### src/rtl/state_watcher.sv
// rtl/state_watcher.sv - byte-strobe watcher: latches received bytes into state while armed.
// Optional re-arm from LOCKED on a MODULE_ID byte is enabled by macro STATE_WATCHER_REARM_EN.
module state_watcher #(
    parameter logic [7:0] MODULE_ID   = 8'h15,
    parameter logic [7:0] RESET_STATE = 8'h00
) (
    input  logic       clk,
    input  logic       reset,
    input  logic       Rx_ready,
    input  logic [7:0] Rx_data,
    output logic [7:0] state,
    output logic       state_change,
    output logic       armed
);

    typedef enum logic {
        ARMED  = 1'b0,
        LOCKED = 1'b1
    } watch_e;

    watch_e     watch_q, watch_d;
    logic [7:0] state_q, state_d;
    logic       state_change_q, state_change_d;
    logic       rx_prev_q, rx_prev_d;
    logic       accept;

    always_comb begin
        accept         = Rx_ready & ~rx_prev_q;
        rx_prev_d      = Rx_ready;
        watch_d        = watch_q;
        state_d        = state_q;
        state_change_d = 1'b0;
        if (accept) begin
            case (watch_q)
                ARMED: begin
                    state_d        = Rx_data;
                    state_change_d = 1'b1;
                    watch_d        = (Rx_data == MODULE_ID) ? ARMED : LOCKED;
                end
                LOCKED: begin
`ifdef STATE_WATCHER_REARM_EN
                    // Re-arm only; the ID byte itself is not written to state.
                    if (Rx_data == MODULE_ID) begin
                        watch_d = ARMED;
                    end
`else
                    watch_d = LOCKED;
`endif
                end
                default: watch_d = ARMED;
            endcase
        end
    end

    // Previous strobe resets to 1 so a strobe held high across reset is not taken as an edge.
    always_ff @(posedge clk) begin
        if (reset) begin
            watch_q        <= ARMED;
            state_q        <= RESET_STATE;
            state_change_q <= 1'b0;
            rx_prev_q      <= 1'b1;
        end else begin
            watch_q        <= watch_d;
            state_q        <= state_d;
            state_change_q <= state_change_d;
            rx_prev_q      <= rx_prev_d;
        end
    end

    assign state        = state_q;
    assign state_change = state_change_q;
    assign armed        = (watch_q == ARMED);

endmodule

### config.mk
export PLATFORM = sky130hd
export DESIGN_NAME = state_watcher
export DESIGN_NICKNAME = d
export VERILOG_FILES = /design/src/rtl/state_watcher.sv
export SDC_FILE = /design/constraint.sdc
export NUM_CORES = 1
export LEC_CHECK = 0
export BUFFER_PORTS_ARGS = -buffer_cell sky130_fd_sc_hd__buf_2
export CORE_AREA = 4 4 41 43
export CTS_CLUSTER_DIAMETER = 30
export DETAILED_ROUTE_END_ITERATION = 8
export DIE_AREA = 0 0 45 47
export PLACE_DENSITY_LB_ADDON = 0.25
export SYNTH_ARGS = -nofsm -noshare
export SYNTH_HDL_FRONTEND = slang
export SYNTH_SLANG_ARGS = --single-unit
### constraint.sdc
create_clock -name clk -period 1.1 [get_ports clk]
set_input_delay 0 -clock clk [delete_from_list [all_inputs] [get_ports clk]]
set_output_delay 0 -clock clk [all_outputs]
set_load 0.01 [all_outputs]
After elaboration in Yosys (flattened, before gate mapping)
Index checks and enable logic that the tools add are counted.
{"block": "classes", "mux": 3, "reduce_logical": 2, "bitwise_logic": 4, "eq_ne": 1}
{"cell": "8-bit by 5-bit equality test with 1-bit output (second input constant)", "n": 1}
{"cell": "1-bit NOT", "n": 3}
{"cell": "1-bit two-way mux", "n": 2}
{"cell": "1-bit case mux with 2 select lines", "n": 1}
{"cell": "2-bit AND reduction", "n": 1}
{"cell": "2-bit OR reduction", "n": 1}
{"cell": "1-bit bitwise AND", "n": 1}
{"block": "totals", "output_inout_bits": 10, "reg_bits": 11, "elab_cells": 14}

Logic depth before layout (Yosys ltp)
Gate-level depths: netlist (run 1).
{"block": "depth", "ltp_word": 4, "depth_mapped": 4}

Worst setup path before layout (run 1)
OpenSTA, ideal clock, no wires.
{"block": "synth_timing", "path_kind": "register to register", "start": "reg watch_q", "end": "reg state_q[0], in the netlist state[0]", "stages_incl_launch_ff": 5, "period_less_slack_ns": 0.985, "arrival_ns": 0.858, "slack_ns": 0.115, "setup_ns": 0.127, "cell_sequence": "dfxtp_1 > nor3b_2 > buf_6 > mux2i_1 > nor2_1"}
{"block": "synth_between", "elab_chain_cells": 2}
{"element": "start, declared", "line_no": "21", "rtl": "watch_e watch_q, watch_d;"}
{"element": "start signal, assigned", "line_no": "63", "rtl": "watch_q <= watch_d;"}
{"element": "1-bit NOT"}
{"element": "2-bit AND reduction (no source line)"}
{"element": "end signal, assigned", "line_no": "64", "rtl": "state_q <= state_d;"}
{"element": "end, declared", "line_no": "22", "rtl": "logic [7:0] state_q, state_d;"}
Every way passes these cells.
A chain may end at the register's enable or synchronous reset.

Worst setup path after layout (run 1)
{"block": "layout_timing", "start": "reg rx_prev_q", "end": "reg state_q[6], in the netlist state[6]"}
{"block": "layout_between", "elab_chain_cells": 3}
{"element": "start, declared", "line_no": "24", "rtl": "logic rx_prev_q, rx_prev_d;"}
{"element": "start signal, assigned", "line_no": "66", "rtl": "rx_prev_q <= rx_prev_d;"}
{"element": "1-bit NOT", "line_no": "28", "rtl": "accept = Rx_ready & ~rx_prev_q;"}
{"element": "1-bit bitwise AND", "line_no": "28"}
{"element": "2-bit AND reduction (no source line)"}
Every way passes these cells.

==> summary.md, run 1 <==
| Metric | Value |
|---|---|
| Post-CTS setup buffers | 0 |
| Synth area leader | dfxtp_1 |
| Crit path arrival time | 1.21 ns |
| Clk Tree Root Cell | clkbuf_4 |
| Post-synth EDFFs | 0 |
| Xor/xnor cell area share of the yosys netlist | 0 |
| IO Port Bufs | 20 |
| Vias per cell | 4.51 |
| Final worst path period share | 0.959 |
| Die height | 47 um |
| GPL Wtd Cong | 0.722 |
| Syn avg cell area | 10.8 sq um |
| Layout Nets | 81 |
| Pleak | 0.289 nW |
| Worst VDD drop | 702 uV |
| Num CTS Buffers | 3 |
| Top post-synthesis cells by count | dfxtp_1, mux2i_1, nor2_1 |
| Ys async rst share | 0 |
| Most frequent cell after synthesis | dfxtp_1 |
| Via count | 379 |
| Global-route wire length before repair | 1520 um |
| Sum of negative setup slack | 0 ns |
| CP required | 1.25 ns |
| Yosys reg bits | 11 |
| Yosys warnings | 0 |
| Worst hold margin | 0.0111 ns |
| GR peak layer | met2 |
| Sequential area share after synthesis | 0.537 |
| Adder-Cell Fraction of Synth Area | 0 |
| Final core occ | 0.487 |
| Critical path peak fanout | 5 |
| Rows | 13 |
| Starting Density | 0.315 |
| Tot GR Track Use | 0.102 |
| I/O pin cnt | 21 |
| Combinational family with the most area after synthesis | multiplexers |
| Worst-Margin Slew | 0.244 ns |
| Worst Skew | 0.00486 ns |
| Crit path cell chain | nor3b_2 -> buf_4 -> mux2i_1 -> nor2_1 |
| RSZ-0062 raised after global routing | true |
| Max-slew violation count | 0 |
| Slowest-stage cell, CP | dfxtp_2 |
| GR Util met3 | 0.0268 |
| Met1 Use GR | 0.113 |
| Die X-Extent | 45 um |
| Synthesized area | 410 sq um |
| Min Tclk post-route | 1.05 ns |
| Worst stage delay on the critical path | 0.32 ns |
| Max-slew headroom | 0.835 |
| Endpoint class of the critical path | flop |
| H-tree depth | 1 |
| Layout cell share with drive strength beyond 1 | 0.420 |
| Total wire length | 923 um |
| Number of global-route vias before repair | 379 |
| Setup Viol. Count Final | 0 |
| Synth area leaders | dfxtp_1, mux2i_1, nor2_1 |
| Clock transition at the registers of the reported paths | 0.07 ns |
| Kind of cell adding the most delay to the critical path | flip-flops |
| Clock latency on the worst-skew pair | 0.26 ns |
| Compound-cell area share of the yosys netlist | 0.0335 |
| Cell count after synthesis | 38 |
| Post-synthesis mux area share | 0.195 |
| Outcome | finished, final reports clean |
| Met2 GRT Util | 0.167 |
| Net Count, Synth | 49 |
| Core box area | 0.00130 sq mm |
| Peak Freq | 948 MHz |
| DR iter-0 viols | 0 |
| P&R area growth vs syn | 54.3% |
| Dpl cell area | 529 sq um |
| Deepest clock path buffer count | 2 |
| Synth unique cells | 13 |
| WL/cell | 11.0 um |
| Post-synth top area share | 0.537 |
| CTS tree | built |
| Placed Cells | 73 |
| Routed Antenna Nets | 0 |
| Critical path class | flop to flop |
| Bufs and invs on worst path | 1 |
| Remaining DRCs | 0 |
| Final Hold Fails | 0 |
| Die ar. | 0.00212 sq mm |
| Cell area after layout | 633 sq um |
| Final cell count without fillers | 84 |
| Drt first pass iters | 1 |
| Power Dens Cells | 1250 mW/mm^2 |
| Largest net degree at the start of global routing | 12 |
| Hold WC Path Type | primary input to flop |
| Diode count | 0 |
| MaxCap Viol Count | 0 |
| Simple-Gate Fraction of Synth Area | 0.180 |
| Kind of start point of the critical path | flop |
| Grt ovf | 0 |
| Synth Flop Type | dfxtp_1 |
| Clock sinks | 11 |
| Initial antenna violation count | 0 |
[worst paths after layout]
check | cells after the start | from | slack (ns) | endpoint
setup / recovery | 4 | rx_prev_q | 0.05 | state[6]
hold reg to reg | 2 | state[2] | 0.49 | state[2]
hold / removal | 3 | Rx_data[3] | 0.01 | state[3]
setup reg to reg | 4 | rx_prev_q | 0.05 | state[6]
[area by class of cell]
class | instances | area, sq um
multi-input combinational | 23 | 174
tap | 15 | 18.8
timing repair buffer | 29 | 185
sequential | 11 | 221
inverter | 2 | 7.51
fill | 130 | 668
clock buffer | 4 | 26.3
[registers in the layout, summed over array words and instances (netlist names)]
signal        flops
rx_prev_q         1
state             8
state_change      1
watch_q           1
[stage by stage]
| step | worst slack [ns] | power (mW) |
|---|---|---|
| finish | 0.0456 | 0.791 |
| global route | -0.0316 | 0.831 |
| CTS | 0.0264 | 0.802 |
| detailed placement | 0.0570 | 0.514 |
| global placement | 0.0741 | 0.514 |
| floorplan | 0.115 | 0.474 |
[per-layer routing]
layer | vias to the layer above | share of wire
met5 | - | 0
li1 | 191 | -
met3 | 2 | 0.039
met4 | 0 | 0.011
met2 | 4 | 0.55
met1 | 182 | 0.40
[where the power goes]
part / switching [mW] / internal (mW) / total [mW]
combinational: 0.0452 / 0.0609 / 0.106
sequential: 0.00690 / 0.413 / 0.420
clock: 0.125 / 0.140 / 0.265
[layout by cell type, fill, tap and decap left out, drive strengths merged]
cell	count
nor4b	1
or2	1
inv	2
a21oi	1
nor3b	1
nor2b	1
clkbuf	4
mux2i	8
a211o	1
dfxtp	11
dlygate4sd3	7
nor2	8
nor4bb	1
buf	22
[repair_timing]
action,4_1_cts,5_1_grt
hold endpoints to repair,7,0
endpoints found under the setup margin,0,9
hold buffers,7,0
gates resized for setup,0,2
[cells by family (layout without fill, tap and decap cells)]
kind of cell | after synthesis | after routing
simple gates | 13 | 13
mux | 8 | 8
compound gates | 2 | 2
flops | 11 | 11
buf+inv | 4 | 35
[tightest hold or removal path: cells and delay by family]
family | cells | cell delay (ns)
buffers and inverters | 1 | 0.09
muxes | 1 | 0.06
and+or+nand+nor | 1 | 0.08
Note: power is estimated with default switching activity, not from simulation.
==> run 2, diff against run 1 <==
- GPL_TIMING_DRIVEN: unset -> 0
==> run 2 against run 1 <==
Compared with the run above: sequential cell count did not move; worst hold slack better by 0.077 ns; final cell count rose by 3.6%; critical endpoint unchanged; largest power group unchanged.
==> summary.md, run 2 (same netlist as run 1, synthesis figures left out) <==
| Metric | Value |
|---|---|
| Outcome | finished, final reports clean (unchanged) |
| Total wire length | 1120 um (was 923 um) |
| Worst hold margin | 0.0884 ns (was 0.0111 ns) |
| Hold WC Path Type | primary input to flop (unchanged) |
| Setup Viol. Count Final | 0 (unchanged) |
| Multi-input gate area | 180 sq um (was 174 sq um) |
| H-tree depth | 1 (unchanged) |
| I/O pin cnt | 21 (unchanged) |
| Endpoint class of the critical path | flop (unchanged) |
| Sw Pwr | 0.185 mW (was 0.177 mW) |
| Initial antenna violation count | 0 (unchanged) |
| Core box area | 0.00130 sq mm (unchanged) |
| Final Hold Fails | 0 (unchanged) |
| Critical path class | flop to flop (unchanged) |
| Final core occ | 0.517 (was 0.487) |
| IO Port Bufs | 20 (unchanged) |
| Clock latency on the worst-skew pair | 0.26 ns (about the same) |
| Die ar. | 0.00212 sq mm (unchanged) |
| Commonest non-fill, non-tap cells in the layout | buf_2, dlygate4sd3_1, dfxtp_1 (was buf_2, dfxtp_1, mux2i_1, nor2_1, dlygate4sd3_1) |
| Num CTS Buffers | 3 (unchanged) |
| Max-slew violation count | 0 (unchanged) |
| Crit path arrival time | 1.22 ns (was 1.21 ns) |
| Kind of start point of the critical path | flop (unchanged) |
| Tot GR Track Use | 0.114 (was 0.102) |
| Reg area | 221 sq um (unchanged) |
| Worst Skew | 0.00215 ns (was 0.00486 ns) |
| Rows | 13 (unchanged) |
| Crit path cell chain | nor3b_4 -> buf_4 -> mux2i_1 -> nor2_1 (was nor3b_2 -> buf_4 -> mux2i_1 -> nor2_1) |
| Most common cell after layout, fill and taps aside | buf_2 (unchanged) |
| Via count | 363 (was 379) |
| Clock transition at the registers of the reported paths | 0.07 ns (about the same) |
| RSZ-0062 raised after global routing | true (unchanged) |
| Worst hold endpoint | watch_q (was state[3]) |
| Reg-to-reg endpoint | state[6] (unchanged) |
| Grt ovf | 0 (unchanged) |
| Startpoint of the worst hold path | Rx_ready (was Rx_data[3]) |
| GPL Wtd Cong | 0.645 (was 0.722) |
| Flop2flop setup slack | 0.03 ns (was 0.05 ns) |
| FF-to-FF path depth | 4 (unchanged) |
| Diode count | 0 (unchanged) |
| Worst-Margin Slew | 0.267 ns (was 0.244 ns) |
| Comb power frac | 0.150 (was 0.134) |
| Remaining DRCs | 0 (unchanged) |
| Die height | 47 um (unchanged) |
| CTS tree | built (unchanged) |
| Drt first pass iters | 2 (was 1) |
| Clk Tree Root Cell | clkbuf_4 (unchanged) |
| Seq pwr share | 0.521 (was 0.531) |
| Largest net degree at the start of global routing | 11 (was 12) |
| MaxCap Viol Count | 0 (unchanged) |
| Layout Nets | 84 (was 81) |
| Max-slew headroom | 0.819 (was 0.835) |
| Worst stage delay on the critical path | 0.33 ns (was 0.32 ns) |
| CP required | 1.25 ns (about the same) |
| Clock sinks | 11 (unchanged) |
| WL/cell | 12.9 um (was 11.0 um) |
| Part of the power in the clock network | 0.329 (was 0.335) |
| Largest register FFs | 8 (unchanged) |
| Die X-Extent | 45 um (unchanged) |
| Post-CTS setup buffers | 0 (unchanged) |
| Hold Crit Depth | 4 (was 3) |
| Deepest clock path buffer count | 2 (unchanged) |
| Final worst path period share | 0.977 (was 0.959) |
| Routed Antenna Nets | 0 (unchanged) |
| Vias per cell | 4.17 (was 4.51) |
| Starting Density | 0.315 (unchanged) |
| Global-route wire length before repair | 1660 um (was 1520 um) |
| Switch share | 0.229 (was 0.224) |
| DR iter-0 viols | 4 (was 0) |
| Layout cell share with drive strength beyond 1 | 0.403 (was 0.420) |
| Pleak | 0.305 nW (was 0.289 nW) |
| Slowest-stage cell, CP | dfxtp_2 (unchanged) |
| Worst VDD drop | 823 uV (was 702 uV) |
| Internal | 0.624 mW (was 0.614 mW) |
| P&R area growth vs syn | 64.0% (was 54.3%) |
| Peak Freq | 931 MHz (was 948 MHz) |
| Power Dens Cells | 1200 mW/mm^2 (was 1250 mW/mm^2) |
| Number of global-route vias before repair | 401 (was 379) |
| Min Tclk post-route | 1.07 ns (was 1.05 ns) |
| Fill count | 134 (was 130) |
| Critical path peak fanout | 4 (was 5) |
| Reg2reg start | rx_prev_q (unchanged) |
[run 2: cell types whose count changed in the layout (fill, tap and decap cells not counted), sizes merged]
| cell | before | now |
|---|---|---|
| dlygate4sd3 | 7 | 10 |
[run 2: critical path: cells and delay by family, from the launching register on]
kind                   cells  cell delay [ns]
and+or+nand+nor            2             0.27
buffers and inverters      1             0.18
DFF                        1             0.33
muxes                      1             0.18
[run 2: worst max path at each step]
stage | startpoint | to | slack (ns)
6_report | rx_prev_q | state[6] | 0.03
5_1_grt | Rx_data[0] | watch_q | -0.03
4_1_cts | Rx_data[6] | watch_q | 0.01
3_5_place_dp | watch_q | state[3] | 0.03
3_3_place_gp | watch_q | state[6] | 0.04
2_1_floorplan | watch_q | state[0] | 0.11
[run 2: metal layers]
layer / share of wire / GRT usage / vias up
met4: 0.012 / 0.0877 / 0
met5: 0 / 0 / -
met2: 0.55 / 0.198 / 6
met3: 0.034 / 0.0383 / 2
met1: 0.40 / 0.113 / 159
li1: - / - / 196
[run 2: per-stage QoR]
stage,TNS (ns),total power [mW],setup slack [ns],cell area (sq um),std cells
2_1_floorplan,0,0.474,0.115,410,38
3_3_place_gp,0,0.514,0.0448,529,73
3_5_place_dp,0,0.515,0.0341,529,73
4_1_cts,0,0.814,0.0130,656,87
5_1_grt,-0.189,0.855,-0.0344,673,87
6_report,0,0.809,0.0253,673,87
[run 2: what timing repair did]
item                                    in CTS  in global routing
resized for setup                            0                  4
endpoints found under the setup margin       0                 10
endpoints found under the hold margin       10                  0
hold buffers                                10                  0
[run 2: area by class of cell]
type,count,share of cell area
Clock buffer,4,0.0390
Tap cell,15,0.0279
Multi-Input combinational cell,23,0.268
Timing Repair Buffer,31,0.309
Inverter,2,0.0112
Buffer,1,0.0167
Sequential cell,11,0.329
[run 2: power groups by stage]
stage          combinational, mW  sequential [mW]  clock, mW
6_report                   0.121            0.422      0.266
4_1_cts                    0.113            0.420      0.282
3_3_place_gp              0.0848            0.429          0
5_1_grt                    0.132            0.423      0.300
3_5_place_dp              0.0854            0.429          0
2_1_floorplan             0.0396            0.434          0
==> run 3, diff against run 2 <==
- CORE_AREA: 4 4 41 43 -> 2 2 39 41
- DIE_AREA: 0 0 45 47 -> 0 0 41 43
- PLACE_DENSITY: unset -> 0.57
- PLACE_DENSITY_LB_ADDON: 0.25 -> unset
==> run 3 against run 2 <==
Compared with the run above: die area down 17%; count of clock-buffer cells in the layout unchanged; sequential power about the same; cell area up 0.74%; non-clock buffer count up 1; largest power group unchanged.
==> summary.md, run 3 (same netlist as run 1, synthesis figures left out) <==
| Metric | Value |
|---|---|
| Outcome | finished, final reports clean (unchanged) |
| Remaining DRCs | 0 (unchanged) |
| Total wire length | 939 um (was 1120 um) |
| Largest net degree at the start of global routing | 11 (unchanged) |
| Final core occ | 0.490 (was 0.517) |
| Core box area | 0.00138 sq mm (was 0.00130 sq mm) |
| HPWL after DPL | 604 um |
| Initial antenna violation count | 0 (unchanged) |
| Min Tclk post-route | 1.08 ns (was 1.07 ns) |
| Hold WC Path Type | primary input to flop (unchanged) |
| Most common cell after layout, fill and taps aside | buf_2 (unchanged) |
| Routed Antenna Nets | 0 (unchanged) |
| Starting Density | 0.297 (was 0.315) |
| Clk Tree Root Cell | clkbuf_4 (unchanged) |
| Worst Skew | 0.00152 ns (was 0.00215 ns) |
| Clock sinks | 11 (unchanged) |
| Total Power | 0.816 mW (was 0.809 mW) |
| Drt first pass iters | 4 (was 2) |
| Critical path peak fanout | 4 (unchanged) |
| Max-slew violation count | 0 (unchanged) |
| CP required | 1.24 ns (was 1.25 ns) |
| Die X-Extent | 41 um (was 45 um) |
| Max-slew headroom | 0.721 (was 0.819) |
| Die height | 43 um (was 47 um) |
| Diode count | 0 (unchanged) |
| Pleak | 0.307 nW (was 0.305 nW) |
| Largest register FFs | 8 (unchanged) |
| I/O pin cnt | 21 (unchanged) |
| RSZ-0062 raised after global routing | true (unchanged) |
| FF-to-FF path depth | 4 (unchanged) |
| CTS tree | built (unchanged) |
| Hold Crit Depth | 4 (unchanged) |
| Grt ovf | 0 (unchanged) |
| Rows | 14 (was 13) |
| Peak Freq | 925 MHz (was 931 MHz) |
| Layout Nets | 85 (was 84) |
| Crit path arrival time | 1.23 ns (was 1.22 ns) |
| Post-CTS setup buffers | 0 (unchanged) |
| Vias per cell | 4.30 (was 4.17) |
| Clock latency on the worst-skew pair | 0.26 ns (about the same) |
| Global-route wire length before repair | 1340 um (was 1660 um) |
| IO Port Bufs | 20 (unchanged) |
| Final Hold Fails | 0 (unchanged) |
| Endpoint class of the critical path | flop (unchanged) |
| DR iter-0 viols | 7 (was 4) |
| Critical path class | flop to flop (unchanged) |
| Power Dens Cells | 1200 mW/mm^2 (about the same) |
| Setup Viol. Count Final | 0 (unchanged) |
| WL/cell | 10.6 um (was 12.9 um) |
| Number of global-route vias before repair | 347 (was 401) |
| Die ar. | 0.00176 sq mm (was 0.00212 sq mm) |
| H-tree depth | 1 (unchanged) |
| P&R area growth vs syn | 65.2% (was 64.0%) |
| Commonest non-fill, non-tap cells in the layout | buf_2, dlygate4sd3_1, dfxtp_1 (unchanged) |
| Worst VDD drop | 600 uV (was 823 uV) |
| Num CTS Buffers | 3 (unchanged) |
| Tot GR Track Use | 0.117 (was 0.114) |
| Clock transition at the registers of the reported paths | 0.07 ns (about the same) |
| Kind of start point of the critical path | flop (unchanged) |
| Final worst path period share | 0.983 (was 0.977) |
| Deepest clock path buffer count | 2 (unchanged) |
| MaxCap Viol Count | 0 (unchanged) |
| GPL Wtd Cong | 0.615 (was 0.645) |
| Layout cell share with drive strength beyond 1 | 0.397 (was 0.403) |
| Via count | 383 (was 363) |
| Worst-Margin Slew | 0.419 ns (was 0.267 ns) |
## run 3: changes by cell type in the layout (fill, tap and decap cells not counted), sizes merged
cell    previous run  this run
clkbuf             4         5
## run 3: area by class of cell
type	count	area (sq um)
Inverter	2	7.51
Fill cell	141	706
Tap cell	16	20.0
Buffer	2	15.0
Multi-Input combinational cell	23	180
Clock buffer	4	26.3
Sequential cell	11	221
Timing Repair Buffer	31	208
## run 3: worst max-delay path, cell delays in order, from the launching register on
cell and delay (ns):
dfxtp_2 0.34, nor3b_4 0.22, buf_4 0.18, mux2i_1 0.18, nor2_1 0.05
## run 3: final timing paths
kind | from | end | slack [ns]
max | rx_prev_q | state[6] | 0.02
min | Rx_ready | watch_q | 0.08
max reg2reg | rx_prev_q | state[6] | 0.02
min reg2reg | state[4] | state[4] | 0.49
## run 3: through the flow
stage	hold WS, ns	setup WS [ns]	area [sq um]	TNS, ns	cells
global route	0.0842	-0.0495	678	-0.272	89
detailed placement	0.176	0.0419	531	0	74
global placement	0.171	0.0609	531	0	74
CTS	0.0692	0.0196	657	0	88
finish	0.0798	0.0184	678	0	89
floorplan	0.0716	0.115	410	0	38
## run 3: timing repair
action                                  in CTS  in global routing
hold buffers                                10                  0
endpoints found under the hold margin       10                  0
endpoints found under the setup margin       0                  8
resized for setup                            0                  4
## run 3: report_power, final
group          internal [mW]  switching [mW]
Combinational         0.0708          0.0468
Sequential             0.413         0.00830
Clock                  0.140           0.137
Total                  0.624           0.192
## run 3: per-layer routing
metal / wire length, um / GRT usage / share of wire
met2: 462 / 0.172 / 0.49
met3: 52 / 0.0314 / 0.055
met5: 0 / 0 / 0
met1: 424 / 0.139 / 0.45
met4: 0 / 0.0800 / 0
